===== src/rtl/btn_irq_ctrl.sv =====
// Button interrupt controller: sync, debounce, edge-to-pending, fixed-priority claim/complete.
// Define BTN_DEBOUNCE_EN to include the per-source debounce counters.
module btn_irq_ctrl #(
    parameter int unsigned NUM_SRC         = 4,
    parameter int unsigned DEBOUNCE_CYCLES = 16,
    localparam int unsigned IDW = (NUM_SRC > 1) ? $clog2(NUM_SRC) : 1
) (
    input  logic               i_clk,
    input  logic               i_rst,
    input  logic [NUM_SRC-1:0] i_io_btn,
    input  logic               i_irq_en,
    input  logic [NUM_SRC-1:0] i_mask,
    input  logic               i_ack,
    input  logic               i_eoi,
    output logic               o_irq,
    output logic [IDW-1:0]     o_irq_id,
    output logic [NUM_SRC-1:0] o_pending,
    output logic               o_busy
);

    typedef enum logic [1:0] {
        ST_IDLE    = 2'd0,
        ST_REQ     = 2'd1,
        ST_SERVICE = 2'd2
    } state_t;

    if (DEBOUNCE_CYCLES < 2) begin : g_bad_cfg
        $error("btn_irq_ctrl: DEBOUNCE_CYCLES must be >= 2");
    end

    logic [NUM_SRC-1:0] sync1_q, sync1_d;
    logic [NUM_SRC-1:0] sync2_q, sync2_d;
    logic [NUM_SRC-1:0] deb_prev_q, deb_prev_d;
    logic [NUM_SRC-1:0] pending_q, pending_d;
    logic [NUM_SRC-1:0] deb_lvl;
    logic [NUM_SRC-1:0] edge_c;
    logic [NUM_SRC-1:0] elig_c;
    logic [NUM_SRC-1:0] clr_c;
    logic [IDW-1:0]     win_id_c;
    logic               any_c;

    state_t             state_q, state_d;
    logic               irq_q, irq_d;
    logic               busy_q, busy_d;
    logic [IDW-1:0]     irq_id_q, irq_id_d;

`ifdef BTN_DEBOUNCE_EN
    localparam int unsigned CW = $clog2(DEBOUNCE_CYCLES);

    logic [NUM_SRC-1:0][CW-1:0] cnt_q, cnt_d;
    logic [NUM_SRC-1:0]         deb_q, deb_d;

    // Count consecutive disagreeing cycles; flip the level after DEBOUNCE_CYCLES of them.
    always_comb begin
        cnt_d = cnt_q;
        deb_d = deb_q;
        for (int unsigned i = 0; i < NUM_SRC; i++) begin
            if (sync2_q[i] != deb_q[i]) begin
                if (cnt_q[i] == CW'(DEBOUNCE_CYCLES - 1)) begin
                    deb_d[i] = ~deb_q[i];
                    cnt_d[i] = '0;
                end else begin
                    cnt_d[i] = cnt_q[i] + CW'(1);
                end
            end else begin
                cnt_d[i] = '0;
            end
        end
    end

    always_ff @(posedge i_clk or posedge i_rst) begin
        if (i_rst) begin
            cnt_q <= '0;
            deb_q <= '0;
        end else begin
            cnt_q <= cnt_d;
            deb_q <= deb_d;
        end
    end

    assign deb_lvl = deb_q;
`else
    assign deb_lvl = sync2_q;
`endif

    assign edge_c = deb_lvl & ~deb_prev_q;
    assign elig_c = i_irq_en ? (pending_q & i_mask) : '0;

    // Highest eligible index wins.
    always_comb begin
        win_id_c = '0;
        any_c    = 1'b0;
        for (int unsigned i = 0; i < NUM_SRC; i++) begin
            if (elig_c[i]) begin
                win_id_c = IDW'(i);
                any_c    = 1'b1;
            end
        end
    end

    // Input pipeline and sticky pending; a new edge wins over a same-cycle claim.
    always_comb begin
        sync1_d    = i_io_btn;
        sync2_d    = sync1_q;
        deb_prev_d = deb_lvl;
        pending_d  = (pending_q & ~clr_c) | edge_c;
    end

    always_comb begin
        state_d  = state_q;
        irq_d    = 1'b0;
        busy_d   = 1'b0;
        irq_id_d = irq_id_q;
        clr_c    = '0;
        case (state_q)
            ST_IDLE: begin
                if (any_c) begin
                    state_d  = ST_REQ;
                    irq_d    = 1'b1;
                    irq_id_d = win_id_c;
                end
            end
            ST_REQ: begin
                if (i_ack) begin
                    state_d          = ST_SERVICE;
                    busy_d           = 1'b1;
                    clr_c[irq_id_q]  = 1'b1;
                end else if (!any_c) begin
                    state_d = ST_IDLE;
                end else begin
                    irq_d    = 1'b1;
                    irq_id_d = win_id_c;
                end
            end
            ST_SERVICE: begin
                if (i_eoi) begin
                    state_d = ST_IDLE;
                end else begin
                    busy_d = 1'b1;
                end
            end
            default: state_d = ST_IDLE;
        endcase
    end

    always_ff @(posedge i_clk or posedge i_rst) begin
        if (i_rst) begin
            sync1_q    <= '0;
            sync2_q    <= '0;
            deb_prev_q <= '0;
            pending_q  <= '0;
            state_q    <= ST_IDLE;
            irq_q      <= 1'b0;
            busy_q     <= 1'b0;
            irq_id_q   <= '0;
        end else begin
            sync1_q    <= sync1_d;
            sync2_q    <= sync2_d;
            deb_prev_q <= deb_prev_d;
            pending_q  <= pending_d;
            state_q    <= state_d;
            irq_q      <= irq_d;
            busy_q     <= busy_d;
            irq_id_q   <= irq_id_d;
        end
    end

    assign o_irq     = irq_q;
    assign o_irq_id  = irq_id_q;
    assign o_pending = pending_q;
    assign o_busy    = busy_q;

endmodule

===== config.mk =====
export PLATFORM = sky130hd
export DESIGN_NAME = btn_irq_ctrl
export DESIGN_NICKNAME = d
export VERILOG_FILES = /design/src/rtl/btn_irq_ctrl.sv
export SDC_FILE = /design/constraint.sdc
export NUM_CORES = 1
export LEC_CHECK = 0
export CAP_MARGIN = 40
export CORE_MARGIN = 2
export CORE_UTILIZATION = 56
export DETAILED_ROUTE_END_ITERATION = 10
export DONT_BUFFER_PORTS = 1
export PLACE_DENSITY = 0.71
export SYNTH_ARGS = -nofsm -noshare
export SYNTH_HDL_FRONTEND = slang
export SYNTH_SLANG_ARGS = --single-unit

===== constraint.sdc =====
create_clock -name i_clk -period 1.65 [get_ports i_clk]
set_input_delay 0.33 -clock i_clk [delete_from_list [all_inputs] [get_ports i_clk]]
set_output_delay 0.33 -clock i_clk [all_outputs]
set_load 0.03 [all_outputs]

Word level (Yosys, flattened, before mapping)
Cells that the tools add are included.

Flip-flop bits (word level): 22. Output and inout port bits: 8. Logic and storage cells: 53.

Magnitude comparators: 2. Equal/unequal tests: 6. Mux-type cells: 26. Bitwise operators: 6. Reduce and logical (&&, ||, !) cells: 5.

Operator list (count): $mux 2 (8); $and 4x4->4 (3); $mux 4 (3); $mux 1 (10); $not 4->4 (2); $ne 2x2->1 const B (3); $pmux 2 s3 (1); $or 4x4->4 (1); $pmux 1 s2 (2); $pmux 2 s2 (1); $lt 2x3->1 const B (1); $ne 3x3->1 const B (1); $reduce_and 3->1 (1); $demux 1 s2 (1); $eq 2x1->1 const B (1); $eq 2x2->1 const B (1); $ge 2x1->1 const B (1); $logic_not 2->1 (1); $reduce_and 2->1 (1); $reduce_bool 2->1 (1); $logic_and 1x1->1 (1).

Depth between registers and ports, before layout
Depth in word-level cells: 9. Gate-level depth with buffers: 6.

Worst setup path before layout
Ideal clock, no wire load.

Path kind: flip-flop to flip-flop. From: reg state_q[1]. To: reg irq_id_q[1], in the netlist o_irq_id[1]. Setup time: 0.135 ns. Arrival time: 1.139 ns. Data required time: 1.515 ns. Setup slack: 0.376 ns. Cell stages (with the launch flop): 7. Buffers on the path: 0. Period minus slack after synthesis: 1.274 ns. Path through: dfrtp_1 -> inv_1 -> ha_1 -> nand2_1 -> o21ai_0 -> o21ai_0 -> o21ai_0.

Word-level cells in the longest chain between the ends: 3.

Ends and longest elaborated chain: from (decl) (RTL line 42) `state_t state_q, state_d;`; from (signal assigned) (RTL line 161) `state_q <= state_d;`; $eq 2x1->1 / $logic_not 2->1 (equally long branches) (RTL line 115) `case (state_q)`; $ne 2x2->1 (no line) / $reduce_bool 2->1 (equally long branches); $reduce_and 2->1 (no line); to (signal assigned) (RTL line 164) `irq_id_q <= irq_id_d;`; to (decl) (RTL line 45) `logic [IDW-1:0] irq_id_q, irq_id_d;`.

Parallel ways exist; a longest one is shown, timed or not. A chain may end at the register's enable or synchronous reset.

Final worst setup path
Ends and elaborated chain as after synthesis.

==> impl_metrics.yaml <==
run_status:
  status: "finished, final reports clean"
routing:
  drc: 0
  post_drt_wl_per_cell_um: 14.02
  wl_um: 1374
  drt.antenna.violating_nets: 0
  vias_per_cell: 5.673
  drt_iter0_markers: 5
  routed-via-count: 556
  firstDrtPassIters: 4
cells_and_area:
  drive_above_1_share: 0.1220
  fin_area_um2: 949.7
  layout.nets: 99
  antenna_cells: 0
  syn_to_final_growth_pct: 12.28
  n_fill_cell: 115
  fin_cells: 98
clock_tree:
  htreeDepth: 1
  clockRootBuffer: "clkbuf_4"
  clockBufferDepth: 2
  cts_buffers: 3
  post-cts-setup-buffers: 0
  cts.sinks: 22
  clk_latency_ns: 0.30
  cts_tree: "yes"
  clkTransAtPathRegs_ns: 0.12
logic_synthesis:
  synth_nets: 88
  synth_cell_types: 19
  ys_seq_elements: 22
  syn_area_um2: 845.8
  synthTopCellsByArea: "dfrtp_1 (65%), o21ai_0 (6.5%), ha_1 (4.4%), inv_1 (4.0%), o31ai_1 (2.7%)"
  seq_area_frac_synth: 0.6509
  synth_top_area_frac: 0.6509
  yosys_warnings: 0
  synth_largest_area_cell: "dfrtp_1"
  postSynthCellCount: 72
  syn_area_per_cell_um2: 11.75
run:
  maxCapViolCount: 0
placement:
  gp_congestion: 0.7406
  port-buffer-count: 0
  place_area_um2: 903.4
  dpl.hpwl_um: 1056
  pre_cts_ws_ns: 0.1215
  placedCellCount: 93
worst_setup_path:
  worstSetupPathType: "reg -> reg"
  startpoint_type: "flip-flop"
  worstPathArrival_ns: 1.64
  r2r_start: "state_q[1]$_DFFE_PP0P_"
  worstRegToRegCells: 6
  crit_path_end_kind: "flip-flop"
  worstPathMaxFanout: 5
  crit_path_start: "state_q[1]$_DFFE_PP0P_"
  critPathRequiredTime_ns: 1.83
sta:
  setup_viol: 0
  slew_headroom: 0.7222
  setup_ws_ns: 0.1970
  hold_violations: 0
  fmax_mhz: 688.2
  fin_crit_ns: 1.453
  clock_skew_ns: 0.007841
  slew_violations: 0
  rsz0062_at_grt: "no"
  fin_crit_sh: 0.8806
  worstMarginPinSlew_ns: 0.4167
  setup_tns_ns: 0
global_routing:
  grt_usage: 0.1757
  antenna_found_initial: 0
  grt_overflow: 0
  grt_max_degree: 23
  grt_first_pass_wirelength_um: 2311
  grt_pass1_vias: 530
min_path:
  worstHoldStart: "i_io_btn[0]"
  hold_depth: 0
  hold_path.class: "in -> reg"
pwr:
  ir_worst_vdd_v: 0.0009479
  p_per_area_mw_per_mm2: 1675
  p_leak_nw: 0.4303
floorplan:
  initial_core_util: 0.5818
  die_h_um: 42.87
  die_area_mm2: 0.001837
  rows: 14
  fp.dieW_um: 42.87
  io_pins: 21
  core_area_mm2: 0.001454
path summary, 6_finish.rpt:
check                      slack (ns)                       to
setup / recovery                 0.20  o_irq_id[1]$_DFFE_PP0P_
hold reg to reg                  0.36     deb_lvl[2]$_DFF_PP0_
setup reg to reg                 0.20  o_irq_id[1]$_DFFE_PP0P_
min in group asynchronous        0.49         o_busy$_DFF_PP0_
hold / removal                   0.04     sync1_q[0]$_DFF_PP0_
max in group asynchronous        0.94  deb_prev_q[3]$_DFF_PP0_
registers in the layout (all words and copies together), names as in the netlist:
name,flops
deb_lvl,4
deb_prev_q,4
o_pending,4
sync1_q,4
o_irq_id,2
state_q,2
o_busy,1
o_irq,1
what timing repair did:
action | CTS | global route
hold buffers | 1 | 0
endpoints found under the hold margin | 22 | 0
gates resized for setup | 0 | 1
setup endpoints to repair | 0 | 1
logic make-up after synthesis:
family	count (synthesis)	share of synthesized area
AO/OA/AOI/OAI	24	0.1894
flip-flops	22	0.6509
AND/OR/NAND/NOR	14	0.07544
buffers and inverters	9	0.03994
adder cells (fa/ha/maj)	3	0.04438
cell usage after synthesis, drive strengths merged:
master and count:
nor3 1, nor2b 2, dfrtp 22, nand2b 1, inv 9, a32o 1, nand3 2, a22oi 1
a22o 2, o21ai 13, o31ai 3, a21boi 1, nand2 5, ha 3, o311ai 1, nor2 3
a21oi 2
per-stage QoR:
step	util	power (mW)	hold slack, ns
6_report	0.6532	1.590	0.04076
5_1_grt	0.6532	1.704	0.01446
4_1_cts	0.6532	1.606	0.02866
3_5_place_dp	0.6213	1.315	0.2735
3_3_place_gp	0.6213	1.280	0.2651
2_1_floorplan	-	1.159	0.3192
power breakdown:
part / switching (mW) / internal (mW)
Sequential: 0.174 / 0.647
Clock: 0.151 / 0.134
Combinational: 0.300 / 0.184
routing by layer:
layer | vias to the layer above | global-route usage | part of all wire
met5 | - | 0 | 0
met4 | 0 | 0.09375 | 0.011
met3 | 2 | 0.04681 | 0.070
met2 | 18 | 0.2788 | 0.50
met1 | 264 | 0.2178 | 0.42
li1 | 272 | - | -
worst max-delay path, cell delays in order (launching register included):
cell     delay (ns)
dfrtp_1        0.43
inv_1          0.08
ha_1           0.23
nand2_1        0.15
o21ai_1        0.14
o21ai_0        0.18
o21ai_0        0.12
layout by cell type (no fill, tap or decap):
cell           count
dfrtp_1           22
o21ai_0           10
inv_1              9
nand2_1            5
buf_4              5
nor2_1             3
o31ai_1            3
ha_1               3
clkbuf_4           3
a22o_1             2
nor2b_1            2
o21ai_1            2
nand3_1            2
a21oi_1            2
o21ai_4            1
a22oi_1            1
nand2b_1           1
a21boi_0           1
a32o_1             1
nor3_1             1
o311ai_1           1
clkbuf_8           1
dlygate4sd3_1      1
final cells by class:
type	count	area, µm²	area share
flip-flops and latches	22	550.5	0.5797
multi-input cells	41	261.5	0.2754
repair buffers	6	47.55	0.05007
clock buffers	4	36.28	0.03821
inverters	9	33.78	0.03557
well taps	16	20.02	0.02108
No activity file was read; power rests on OpenSTA's default activity.
==> variant 1 (same flow settings) <==
The option `BTN_DEBOUNCE_EN` is turned on by a define.
--- a/src/rtl/btn_irq_ctrl.sv
+++ b/src/rtl/btn_irq_ctrl.sv
@@ -1,5 +1,7 @@
 // Button interrupt controller: sync, debounce, edge-to-pending, fixed-priority claim/complete.
 // Define BTN_DEBOUNCE_EN to include the per-source debounce counters.
+`define BTN_DEBOUNCE_EN
+
 module btn_irq_ctrl #(
     parameter int unsigned NUM_SRC         = 4,
     parameter int unsigned DEBOUNCE_CYCLES = 16,
Check against the original RTL: not equivalent (a bounded check fails within 4 cycles, from zero or initial values and one cycle with i_rst high).
==> variant 1 against the original RTL <==
Sequential cell count increased by 20. Final cell count increased by 96%. Synthesized cell count increased by 97%. Non-clock buffer count grew 3. Worst setup slack improved by 0.051 ns. Cell area rose by 100%. Maximum frequency rose by 3.7%. Synthesized area increased by 100%. Power is 83% higher. Critical path depth is the same. Count of clock-buffer cells in the layout up 1. Wire length rose by 110%. Largest power group unchanged. Highest routed layer unchanged.
==> variant 1: results (changes against the original RTL) <==
{
  "run_status": {"value": "completed", "change": "unchanged"},
  "h-tree-depth": {"value": 2, "change": "was 1"},
  "yosys.cell_types.count": {"value": 27, "change": "was 19"},
  "synth-seq-cells": {"value": 42, "change": "was 22"},
  "synth-seq-area-share": {"value": 0.614, "change": "was 0.651"},
  "register_area": {"value": 1050, "unit": "µm²", "change": "was 551 µm²"},
  "reg2reg_setup_slack": {"value": 0.25, "unit": "ns", "change": "was 0.20 ns"},
  "r2r_end": {"value": "o_irq_id[0]", "change": "was o_irq_id[1]"},
  "synth_top_cells_by_area": {"value": "dfrtp_1 (61%), ha_1 (5.1%), xnor2_1 (4.1%)", "change": "was dfrtp_1 (65%), o21ai_0 (6.5%), ha_1 (4.4%)"},
  "layout.nonclk_buf_frac": {"value": 0.0412, "change": "was 0.0501"},
  "first_global_vias": {"value": 1129, "change": "was 530"},
  "detail_route.iter0.violations": {"value": 66, "change": "was 5"},
  "synth_adder_area_share": {"value": 0.0512, "change": "was 0.0444"},
  "place_inst": {"value": 179, "change": "was 93"},
  "hold_start": {"value": "i_irq_en", "change": "was i_io_btn[0]"},
  "filler_cell_count": {"value": 239, "change": "was 115"},
  "clock_area_frac": {"value": 0.0547, "change": "was 0.0382"},
  "globalplace.congestion": {"value": 0.828, "change": "was 0.741"},
  "min_to": {"value": "o_irq_id[0]", "change": "was sync1_q[0]"},
  "proportion_of_cell_area_occupied_by_multi_input_gates": {"value": 0.319, "change": "was 0.275"},
  "tritoncts_buffers": {"value": 5, "change": "was 3"},
  "worstMarginPinSlew": {"value": 0.500, "unit": "ns", "change": "was 0.417 ns"},
  "layout_worst_path_cycle_share": {"value": 0.850, "change": "was 0.881"},
  "syn-instance-count": {"value": 142, "change": "was 72"},
  "switching_share": {"value": 0.340, "change": "was 0.393"},
  "global_route.usage.met1": {"value": 0.224, "change": "was 0.218"},
  "finished_layout_cells": {"value": 192, "change": "was 98"},
  "global_routing_usage_on_met3": {"value": 0.0524, "change": "was 0.0468"}
}
## variant 1: changes by cell type in the layout (fill, tap and decap cells not counted), moves of 3 or more
cell and delta:
a21oi_1 +7, inv_1 +3, nand3_1 +4, mux2_2 +4, nor2_1 +4, nand4b_1 +3
dfrtp_1 +20, nor2b_1 +3, ha_1 +4, dlygate4sd3_1 +4, xnor2_1 +8, nor3b_1 +3
o21ai_0 +3
## variant 1: cell families after synthesis
family                     Yosys count
muxes                                4
and+or+nand+nor                     32
buffers and inverters               12
AOI/OAI and AO/OA                   37
adders and majority gates            7
xor gates and xnor gates             8
DFF                                 42
## variant 1: timing repair
item                                    4_1_cts  5_1_grt
gates resized for setup                       0        1
hold buffers                                  5        0
endpoints found under the setup margin        0        1
hold endpoints to repair                     19        0
## variant 1: power by group through the flow
stage	clock (mW)	sequential (mW)	combinational [mW]
finish	0.818	1.42	0.672
global route	0.884	1.44	0.757
CTS	0.844	1.41	0.662
detailed placement	0	1.44	0.647
global placement	0	1.43	0.619
floorplan	0	1.48	0.400
==> variant 2 (config.mk and constraints unchanged) <==
Made on the original files. Take the reset off `pending_q` and load it in a clocked block of its own.
--- a/src/rtl/btn_irq_ctrl.sv
+++ b/src/rtl/btn_irq_ctrl.sv
@@ -148,7 +148,6 @@
             sync1_q    <= '0;
             sync2_q    <= '0;
             deb_prev_q <= '0;
-            pending_q  <= '0;
             state_q    <= ST_IDLE;
             irq_q      <= 1'b0;
             busy_q     <= 1'b0;
@@ -157,12 +156,15 @@
             sync1_q    <= sync1_d;
             sync2_q    <= sync2_d;
             deb_prev_q <= deb_prev_d;
-            pending_q  <= pending_d;
             state_q    <= state_d;
             irq_q      <= irq_d;
             busy_q     <= busy_d;
             irq_id_q   <= irq_id_d;
         end
+    end
+
+    always_ff @(posedge i_clk) begin
+        pending_q <= pending_d;
     end
 
     assign o_irq     = irq_q;
Formal check against the unedited RTL: differs if i_rst is asserted again (counterexample within 4 cycles, from zero or initial values and one cycle with i_rst high); with i_rst held inactive, the same outputs for 10 cycles.
==> variant 2 against the original RTL <==
Cell area decreased by 1.3%. Die area shrank 2.2%. Wire length fell by 2.0%. Non-clock buffer count is 1 lower. Synthesized cell count stayed put. Critical path depth stayed put. Sequential cell count stayed put. Via count down 1.3%. Synthesized area fell by 2.4%. Worst setup slack improved by 0.0012 ns. Power up 6.3%. Clock skew decreased by 0.0027 ns. Sequential share of layout area down 1.4 points. Critical endpoint unchanged. Largest cell class unchanged. Largest power group unchanged.
==> variant 2: results (changes against the original RTL) <==
{
  "clock_power_share": {"value": 0.239, "change": "was 0.180"},
  "yosys.cell_types.count": {"value": 20, "change": "was 19"},
  "finalHoldWorstSlack": {"value": 0.0384, "unit": "ns", "change": "was 0.0408 ns"},
  "irDropWorstVdd": {"value": 990, "unit": "µV", "change": "was 948 µV"},
  "detail_route.iter0.violations": {"value": 4, "change": "was 5"},
  "run_status": {"value": "completed", "change": "unchanged"},
  "finish.net_count": {"value": 98, "change": "was 99"},
  "clock_path_buffers": {"value": 2, "change": "unchanged"},
  "switching_share": {"value": 0.365, "change": "was 0.393"},
  "place.detailed.hpwl": {"value": 1060, "unit": "µm", "change": "about the same"},
  "internal-power": {"value": 1.07, "unit": "mW", "change": "was 0.965 mW"},
  "synthArstFlopShare": {"value": 0.818, "change": "was 1.00"},
  "p_leak": {"value": 0.428, "unit": "nW", "change": "was 0.430 nW"},
  "synth-compound-area-share": {"value": 0.194, "change": "was 0.189"},
  "comb_cell_power": {"value": 0.458, "unit": "mW", "change": "was 0.484 mW"},
  "grt_max_degree": {"value": 19, "change": "was 23"},
  "skew": {"value": 0.00512, "unit": "ns", "change": "was 0.00784 ns"},
  "first_global_vias": {"value": 526, "change": "was 530"},
  "final_layout_size_suffix_gt1_frac": {"value": 0.111, "change": "was 0.122"},
  "timing.slew.headroom": {"value": 0.577, "change": "was 0.722"},
  "synth_adder_area_share": {"value": 0.0455, "change": "was 0.0444"},
  "globalplace.congestion": {"value": 0.861, "change": "was 0.741"},
  "synth_top_cells_by_count": {"value": "dfrtp_1 (18), o21ai_0 (11), inv_1 (9)", "change": "was dfrtp_1 (22), o21ai_0 (11), inv_1 (9)"},
  "synth-seq-area-share": {"value": 0.642, "change": "was 0.651"},
  "route.detailed.vias_per_inst": {"value": 5.72, "change": "was 5.67"},
  "wl_per_cell": {"value": 14.0, "unit": "µm", "change": "about the same"},
  "first_pass_grt_wire_length": {"value": 2300, "unit": "µm", "change": "was 2310 µm"}
}
variant 2: cell types whose count changed after synthesis:
| cell | unedited run | this run |
|---|---|---|
| dfrtp_1 | 22 | 18 |
| dfxtp_1 | 0 | 4 |
variant 2: metal layers:
layer	up-vias	share of wire	global-route usage
met5	-	0	0
li1	267	-	-
met3	0	0.075	0.0474
met2	26	0.48	0.258
met4	0	0	0.0813
met1	256	0.45	0.233
variant 2: repair_timing:
| item | in CTS | in global routing |
|---|---|---|
| hold buffers | 1 | 0 |
| endpoints found under the setup margin | 0 | 0 |
| resized for setup | 0 | 0 |
| endpoints found under the hold margin | 9 | 0 |
variant 2: metrics by stage:
stage,setup WS [ns],cells,area (µm²)
2_1_floorplan,0.376,72,826
3_3_place_gp,0.270,91,875
3_5_place_dp,0.217,91,875
4_1_cts,0.199,96,937
5_1_grt,0.0971,96,937
6_report,0.198,96,937
variant 2: area by class of cell:
type,instances,area [µm²]
fillers,106,397
flip-flops and latches,22,531
repair buffers,5,40.0
well taps,15,18.8
clock buffers,3,22.5
multi-input cells,41,262
inverters,9,33.8
clock inverters,1,30.0
variant 2: path summary, 6_finish.rpt:
path | start | end | cells after the start
worst min-delay path | i_io_btn[2] | sync1_q[2] | 0
worst max-delay path | state_q[1] | o_irq_id[1] | 6
min in group asynchronous | i_rst | o_irq | 2
worst max register to register | state_q[1] | o_irq_id[1] | 6
max in group asynchronous | i_rst | deb_prev_q[3] | 2
worst min register to register | sync1_q[3] | deb_lvl[3] | 0
variant 2: worst max-delay path: cells and delay by family (launching register included):
family	cells	cell delay, ns
flip-flops	1	0.43
AO/OA/AOI/OAI	3	0.45
adder cells (fa/ha/maj)	1	0.22
buffers and inverters	1	0.08
AND/OR/NAND/NOR	1	0.15
